$ cat src/rtl/ulpb_rx_deframer.sv
// rtl/ulpb_rx_deframer.sv - bus receive deframer with address filter and payload FIFO
module ulpb_rx_deframer #(
  parameter logic [7:0] NODE_ADDR   = 8'h5A,
  parameter int         FIFO_DEPTH  = 4,
  parameter int         IDLE_CYCLES = 16
) (
  input  logic       CLK,
  input  logic       RESET,
  input  logic       BUS_CLK,
  input  logic       BUS_DIN,
  output logic [7:0] RX_DATA,
  output logic       RX_LAST,
  output logic       RX_VALID,
  input  logic       RX_READY,
  output logic       ADDR_MATCH,
  output logic       OVERFLOW,
  output logic       FRAME_ERR,
  output logic       BUSY
);

  localparam int AW = (FIFO_DEPTH > 1) ? $clog2(FIFO_DEPTH) : 1;
  localparam int IW = $clog2(IDLE_CYCLES + 1);

  typedef enum logic [2:0] {IDLE, ARB, ADDR, DATA, DROP} state_t;

  state_t        state;
  logic [2:0]    bclk_sync;
  logic [2:0]    din_sync;
  logic          armed;
  logic [IW-1:0] idle_cnt;
  logic [2:0]    bit_cnt;
  logic [7:0]    shift_q;
  logic [7:0]    stage_q;
  logic          stage_full;
  logic          addr_match_q;
  logic          frame_err_q;
  logic          busy_q;
  logic          overflow_q;

  logic [8:0]    mem [FIFO_DEPTH];
  logic [AW-1:0] wr_ptr;
  logic [AW-1:0] rd_ptr;
  logic [AW:0]   count;

  logic          bclk_s;
  logic          din_s;
  logic          rise;
  logic          start_cond;
  logic          frame_end;
  logic [7:0]    new_byte;
  logic          push_en;
  logic          push_last;
  logic          fifo_full;
  logic          pop;
  logic          push_ok;

  assign bclk_s     = bclk_sync[1];
  assign din_s      = din_sync[1];
  assign rise       = bclk_sync[1] & ~bclk_sync[2];
  // armed blocks a false start until both lines have been seen idle-high
  assign start_cond = armed & bclk_s & din_sync[2] & ~din_sync[1];
  assign frame_end  = (state != IDLE) && bclk_s && (idle_cnt == IW'(IDLE_CYCLES - 1));
  assign new_byte   = {shift_q[6:0], din_s};

  assign fifo_full  = (count == (AW+1)'(FIFO_DEPTH));
  assign pop        = RX_VALID & RX_READY;
  assign push_ok    = push_en & (~fifo_full | pop);

  assign RX_VALID   = (count != '0);
  assign RX_DATA    = RX_VALID ? mem[rd_ptr][7:0] : 8'h00;
  assign RX_LAST    = RX_VALID ? mem[rd_ptr][8]   : 1'b0;
  assign ADDR_MATCH = addr_match_q;
  assign OVERFLOW   = overflow_q;
  assign FRAME_ERR  = frame_err_q;
  assign BUSY       = busy_q;

  // Two-flop synchronisers plus a history flop for edge detection; preset high
  always_ff @(posedge CLK) begin
    if (!RESET) begin
      bclk_sync <= 3'b111;
      din_sync  <= 3'b111;
    end else begin
      bclk_sync <= {bclk_sync[1:0], BUS_CLK};
      din_sync  <= {din_sync[1:0], BUS_DIN};
    end
  end

  // Staged byte is pushed when the next byte completes (LAST=0) or at frame end (LAST=1)
  always_comb begin
    push_en   = 1'b0;
    push_last = 1'b0;
    if (state == DATA) begin
      if (frame_end) begin
        push_en   = stage_full;
        push_last = 1'b1;
      end else if (rise && bit_cnt == 3'd7) begin
        push_en   = stage_full;
      end
    end
  end

  // Frame FSM: start detect, arbitration skip, address match, payload deframing
  always_ff @(posedge CLK) begin
    if (!RESET) begin
      state        <= IDLE;
      busy_q       <= 1'b0;
      armed        <= 1'b0;
      idle_cnt     <= '0;
      bit_cnt      <= '0;
      shift_q      <= '0;
      stage_q      <= '0;
      stage_full   <= 1'b0;
      addr_match_q <= 1'b0;
      frame_err_q  <= 1'b0;
    end else begin
      frame_err_q <= 1'b0;
      if (state == IDLE || !bclk_s) begin
        idle_cnt <= '0;
      end else begin
        idle_cnt <= idle_cnt + 1'b1;
      end
      if (state == IDLE) begin
        if (bclk_s && din_s) begin
          armed <= 1'b1;
        end
        if (start_cond) begin
          state      <= ARB;
          busy_q     <= 1'b1;
          armed      <= 1'b0;
          bit_cnt    <= '0;
          shift_q    <= '0;
          stage_q    <= '0;
          stage_full <= 1'b0;
        end
      end else if (frame_end) begin
        state        <= IDLE;
        busy_q       <= 1'b0;
        addr_match_q <= 1'b0;
        stage_full   <= 1'b0;
        if (state == DATA && bit_cnt != 3'd0) begin
          frame_err_q <= 1'b1;
        end
      end else if (rise) begin
        if (state == ARB) begin
          state   <= ADDR;
          bit_cnt <= '0;
        end else if (state == ADDR) begin
          shift_q <= new_byte;
          bit_cnt <= bit_cnt + 1'b1;
          if (bit_cnt == 3'd7) begin
            if (new_byte == NODE_ADDR || new_byte == 8'hFF) begin
              state        <= DATA;
              addr_match_q <= 1'b1;
            end else begin
              state <= DROP;
            end
          end
        end else if (state == DATA) begin
          shift_q <= new_byte;
          bit_cnt <= bit_cnt + 1'b1;
          if (bit_cnt == 3'd7) begin
            stage_q    <= new_byte;
            stage_full <= 1'b1;
          end
        end
      end
    end
  end

  // FIFO pointers, occupancy and sticky overflow (cleared by the next frame start)
  always_ff @(posedge CLK) begin
    if (!RESET) begin
      wr_ptr     <= '0;
      rd_ptr     <= '0;
      count      <= '0;
      overflow_q <= 1'b0;
    end else begin
      if (pop) begin
        rd_ptr <= rd_ptr + 1'b1;
      end
      if (push_ok) begin
        wr_ptr <= wr_ptr + 1'b1;
      end
      case ({push_ok, pop})
        2'b10:   count <= count + 1'b1;
        2'b01:   count <= count - 1'b1;
        default: count <= count;
      endcase
      if (state == IDLE && start_cond) begin
        overflow_q <= 1'b0;
      end else if (push_en && !push_ok) begin
        overflow_q <= 1'b1;
      end
    end
  end

  // FIFO storage; contents need no reset since occupancy gates the outputs
  always_ff @(posedge CLK) begin
    if (push_ok) begin
      mem[wr_ptr] <= {push_last, stage_q};
    end
  end

endmodule

$ cat config.mk
export PLATFORM = sky130hd
export DESIGN_NAME = ulpb_rx_deframer
export DESIGN_NICKNAME = d
export VERILOG_FILES = /design/src/rtl/ulpb_rx_deframer.sv
export SDC_FILE = /design/constraint.sdc
export NUM_CORES = 1
export LEC_CHECK = 0
export ABC_AREA = 1
export CAP_MARGIN = 20
export CORE_ASPECT_RATIO = 1.1
export CORE_MARGIN = 5
export CORE_UTILIZATION = 53
export CTS_BUF_LIST = sky130_fd_sc_hd__clkbuf_8 sky130_fd_sc_hd__clkbuf_16
export DETAILED_ROUTE_END_ITERATION = 12
export PLACE_DENSITY = 0.75
export SYNTH_ARGS = -nofsm -noshare
export SYNTH_HDL_FRONTEND = slang
export SYNTH_SLANG_ARGS = --single-unit
export TNS_END_PERCENT = 100
$ cat constraint.sdc
create_clock -name CLK -period 2.02 [get_ports CLK]
set_input_delay 0.303 -clock CLK [delete_from_list [all_inputs] [get_ports CLK]]
set_output_delay 0.303 -clock CLK [all_outputs]
set_load 0.02 [all_outputs]
# Word-level counts from Yosys, hierarchy flattened
# Memory sizes are Yosys's and may differ from the RTL's. A register that Yosys moved wholly into a read port is not among the register bits.
# Cells that the tools add are included.
dict set report totals {
  ff_bits 45
  latchBits 0
  mem_bits_rw 36
  romBits 0
  input_bits 5
  elab_cells 157
  mem_count 1
}
dict set report classes {
  addsub 6
  mul 0
  div_mod_pow 0
  n_lt_le_gt_ge 0
  n_eq_ne 17
  shift 0
  n_mux 61
  bitwise 13
  reduce_logical 43
}
# name words word_bits read_ports rd_ports_with_merged_regs write_ports line_no
set mem_list {}
lappend mem_list {mem 4 9 1 1 1 40} ;# logic [8:0] mem [FIFO_DEPTH];
# operator n
set ops {}
lappend ops {{$mux W8} 9}
lappend ops {{$mux W3} 15}
lappend ops {{$mux W7} 6}
lappend ops {{$mux W1} 28}
lappend ops {{$reduce_bool A3 Y1} 7}
lappend ops {{$reduce_bool A2 Y1} 10}
lappend ops {{$reduce_and A6 Y1} 2}
lappend ops {{$reduce_bool A4 Y1} 3}
lappend ops {{$eq A8 B7 Y1 const B} 1}
lappend ops {{$eq A8 B8 Y1 const B} 1}
lappend ops {{$reduce_and A4 Y1} 2}
lappend ops {{$logic_and A1 B1 Y1} 7}
lappend ops {{$reduce_and A7 Y1} 1}
lappend ops {{$add A3 B1 Y3 const B} 2}
lappend ops {{$and A1 B1 Y1} 6}
lappend ops {{$eq A3 B2 Y1 const B} 2}
lappend ops {{$eq A3 B3 Y1 const B} 2}
lappend ops {{$ne A2 B1 Y1 const B} 3}
lappend ops {{$ne A3 B2 Y1 const B} 2}
lappend ops {{$not A1 Y1} 6}
lappend ops {{$pmux W3 S2} 1}
lappend ops {{$add A5 B1 Y5 const B} 1}
lappend ops {{$eq A5 B4 Y1 const B} 1}
lappend ops {{$reduce_and A5 Y1} 1}
lappend ops {{14 further kinds} 21}

# Depth between registers and ports, before layout
dict set report logic_depth {
  word_depth 9
  depth_mapped 14
}

# Worst setup path after synthesis
# OpenSTA, ideal clock, no wires.
dict set report synth_path {
  path_type {reg2reg}
  start {register idle_cnt[0]}
  end {memory mem[0][0] (enable)}
  t_arrival_ps 1726
  required_time_ps 1646
  slack_ps -80
  stages_incl_launch_ff 11
  path_buffers 0
  path_cell_list {dfxtp_1 -> ha_1 -> nand2_1 -> nor2_1 -> ha_1 -> nand3_4 -> nand2_1 -> nand2_2 -> nor2_1 -> inv_1 -> nor2_1}
}
dict set report synth_between {
  elab_chain_cells 7
}
# element line_no
set synth_rtl {}
lappend synth_rtl {{start, declared} 30} ;# logic [IW-1:0] idle_cnt;
lappend synth_rtl {{start signal, assigned} 120} ;# idle_cnt <= idle_cnt + 1'b1;
lappend synth_rtl {{$eq A5 B4 Y1} 62} ;# assign frame_end = (state != IDLE) && bclk_s && (idle_cnt == IW'(IDLE_CYCLES - 1));
lappend synth_rtl {{$logic_and A1 B1 Y1} 62}
lappend synth_rtl {{$mux W1} 93} ;# if (frame_end) begin
lappend synth_rtl {{$mux W1} 92} ;# if (state == DATA) begin
lappend synth_rtl {{$and A1 B1 Y1} 67} ;# assign push_ok = push_en & (~fifo_full | pop);
lappend synth_rtl {{$mux W1} 199} ;# if (push_ok) begin
lappend synth_rtl {{$mux W1 (implied by the code)} 200} ;# mem[wr_ptr] <= {push_last, stage_q};
lappend synth_rtl {{end, declared} 40}
# No other way between the ends.

# Worst setup path in the final report
dict set report layout_path {
  start {register idle_cnt[0]}
  end {register count[1]}
}
dict set report layout_between {
  elab_chain_cells 7
  elab_cells_between_ends 9
}
# element line_no
set layout_rtl {}
lappend layout_rtl {{$eq A5 B4 Y1 *} 62}
lappend layout_rtl {{$logic_and A1 B1 Y1 *} 62}
lappend layout_rtl {{$mux W1 *} 93}
lappend layout_rtl {{$mux W1 *} 92}
lappend layout_rtl {{$and A1 B1 Y1 *} 67}
lappend layout_rtl {{$eq A2 B1 Y1 or $eq A2 B2 Y1 (tied branches)} 184} ;# case ({push_ok, pop})
lappend layout_rtl {{$pmux W3 S2 or $reduce_bool A2 Y1 (tied branches)} -}
lappend layout_rtl {{end signal, assigned} 185} ;# 2'b10: count <= count + 1'b1;
lappend layout_rtl {{end signal, assigned} 186} ;# 2'b01: count <= count - 1'b1;
lappend layout_rtl {{end signal, assigned} 187} ;# default: count <= count;
lappend layout_rtl {{end, declared} 43} ;# logic [AW:0] count;
# Mark *: on every way between the ends. The rest lies on a longest branch, timed or not.
# A chain may end at the register's enable or synchronous reset.

==> summary.md <==
| Metric | Value |
|---|---|
| Number of synthesized flops with an enable pin | 36 |
| Critical Path, Cell by Cell | ha_2, nand2_1, nor2_1, ha_2, nand3_4, nand2_4, nand2_4, nand2_2, fa_2, inv_1, nor2_1, nor2_1 |
| Layout overhead on the synthesized area | 20.3% |
| Effective utilization at floorplan | 0.539 |
| Drt first-iter violations | 141 |
| Cell at the root of the clock tree | clkbuf_8 |
| Maximum Capacitance Violations | 0 |
| Area of the placeable core | 6520 µm² |
| Most prevalent standard cell on the critical path | nor2_1 |
| Clock slew seen by the registers of the worst setup and hold paths | 90 ps |
| Number of distinct library cells after synthesis | 29 |
| Leading cell type by number of instances after synthesis | nor2_1 |
| # port buffers | 18 |
| Instance area at placement | 3900 µm² |
| Power density normalized to cell area | 768 nW/µm² |
| Register-to-register path setup slack | 120 ps |
| Proportion of netlist area held by the largest area contributor | 0.308 |
| Crit Path Max Fanout | 3 |
| Static leakage power | 1.67 nW |
| Cell count after synthesis | 391 |
| Number of cells in the finished layout apart from fillers | 521 |
| Buf/Inv on CP | 1 |
| Critical path origin | idle_cnt[0]$_SDFF_PP0_ |
| Normalized max-slew margin | 0.680 |
| Hold Fails Final Rpt | 0 |
| First-pass GRT wire length | 11200 µm |
| Total half-perimeter wirelength after legalization and detailed placement | 4510 µm |
| Wire length per cell | 13.2 µm |
| Worst Skew | 12.5 ps |
| Number of H-tree levels | 3 |
| Share of synthesized registers carrying an async set or reset | 0 |
| Post-layout total power | 3.25 mW |
| Syn Std Cell Area | 3510 µm² |
| Layout Cell Area excl Fill | 4230 µm² |
| Nets | 449 |
| Net count of the mapped netlist | 406 |
| Top cell family by delay on the critical path | adder cells |
| Final routed DRC violation total | 0 |
| Critical setup path kind | flip-flop to flip-flop |
| Number of synthesized register bits | 83 |
| Top cell types by occurrence after synthesis | nor2_1, dfxtp_1, nand2_1 |
| Global-route usage over all layers | 0.173 |
| Transition at the pin with the smallest max-transition slack | 468 ps |
| Critical Path Start Type | flip-flop |
| Number of placed instances, taps included | 498 |
| Buffer depth of the longest clock path | 2 |
| Portion of the post-synthesis area used by sequential elements | 0.575 |
| Vias after detailed routing | 2679 |
| Clock tree from TritonCTS | yes |
| Top Ports | 19 |
| Yosys synthesis warning count | 0 |
| Via density per instance | 5.14 |
| Total overflow reported by the global router | 0 |
| Fraction of final layout cells with drive strength greater than 1 | 0.191 |
| Flip-flop and latch area | 2020 µm² |
| Startpoint of the tightest hold check path | bclk_sync[0]$_SDFF_PN1_ |
| Setup violations, final | 0 |
| Worst Path Required | 2280 ps |
| Max Slew Vio Count | 0 |
| RD Place Congestion | 0.852 |
| Final worst path period need | 1900 ps |
| Die X | 87.6 µm |
| Area of combinational cells with multiple inputs | 1340 µm² |
| Number of clock sinks | 83 |
| Maximum number of pins on one net before global-route repair | 22 |
| Floorplan die area | 8360 µm² |
| Arrival time of data at the critical path endpoint | 2160 ps |
| Standard cell with the maximum stage delay on the critical path | fa_2 |
| CTS Buf Count | 9 |
| Clock latency reported for the late side of the worst-skew pair | 350 ps |
| Post-Route WL | 6860 µm |
| Fillers | 520 |
| Highest cell delay on the worst timing path | 520 ps |
| Total inserted antenna cells | 0 |
| Count of nets left with antenna violations after detail routing | 0 |
| Class of the tightest hold or removal check | flip-flop to flip-flop |
| Library cell with the largest summed area after synthesis | edfxtp_1 |
| Share of the clock period used by the worst path | 0.942 |
| Result of the run | completed |
| Startpoint of the lowest-slack register-to-register path | idle_cnt[0]$_SDFF_PP0_ |
| Site Rows | 31 |
| Chip height | 95.4 µm |
| Vias in the first global route | 2513 |
| 1st-pass router iterations | 4 |
| Largest cells by area after synthesis | edfxtp_1, dfxtp_1, nor2_1 |
| Antenna violations before repair | 0 |
| Maximum vdd drop | 476 µV |
| Avg Inst Size Synth | 8.99 µm² |
| Finished Core Util | 0.649 |
| Top FF cell, synth | dfxtp_1 |
| Final-layout worst hold slack | 410 ps |
| Maximum clock frequency | 526 MHz |
| Kind of end point of the critical path | flip-flop |
worst paths after layout:
check,end,cells after the start
setup / recovery,count[1]$_SDFFE_PN0P_,12
hold / removal,bclk_sync[1]$_SDFF_PN1_,1
setup reg to reg,count[1]$_SDFFE_PN0P_,12
hold reg to reg,bclk_sync[1]$_SDFF_PN1_,1
report_power, final:
part | internal, mW | switching, mW
clock | 0.704 | 0.600
sequential | 1.76 | 0.0232
combinational | 0.0592 | 0.0996
total | 2.53 | 0.722
cells by family after synthesis:
| family | after synthesis | synth area share |
|---|---|---|
| simple gates | 170 | 0.210 |
| fa+ha+maj | 10 | 0.0378 |
| buf+inv | 56 | 0.0655 |
| flops | 83 | 0.575 |
| xor+xnor | 1 | 0.00249 |
| compound gates | 71 | 0.108 |
metal layers:
layer,global-route usage,share of wire,routed length [µm]
met3,0.0268,0.040,272
met5,0,0,0
met2,0.298,0.52,3560
met4,0.0818,0.020,140
met1,0.212,0.42,2890
state kept, by name, summed over array words and instances, names as in the netlist, 5 cells and up, named ones only:
name and flops:
mem 36, shift_q 7, idle_cnt 5, stage_q 8
final cells by class:
type / instances / share of cell area
clock buffer: 9 / 0.0293
sequential: 83 / 0.479
multi-input combinational: 252 / 0.316
inverter: 45 / 0.0414
tap: 82 / 0.0243
timing repair buffer: 43 / 0.0867
clock inverter: 7 / 0.0237
cell usage in the layout (no fill, tap or decap), types with 8 or more instances in the layout:
master and instances:
o21ai_0 34, nand2_1 41, a21oi_1 29, nand3_1 16, inv_1 38, clkbuf_8 9
clkdlybuf4s50_1 9, buf_4 19, clkbuf_2 8, nor2_1 83, dfxtp_1 45, edfxtp_1 36
per-stage QoR:
stage	setup slack, ps	setup TNS (ps)
floorplan	-80.3	-2890
global placement	91.7	0
detailed placement	30.0	0
CTS	10.1	0
global route	-20.6	-22.2
finish	117	0
repair_timing:
action | CTS | global route
setup buffers | 0 | 3
setup endpoints to repair | 9 | 58
hold buffers | 0 | 0
gates resized for setup | 12 | 50
gates cloned | 0 | 4
pin swaps | 0 | 3
Note: power is estimated with default switching activity, not from simulation.
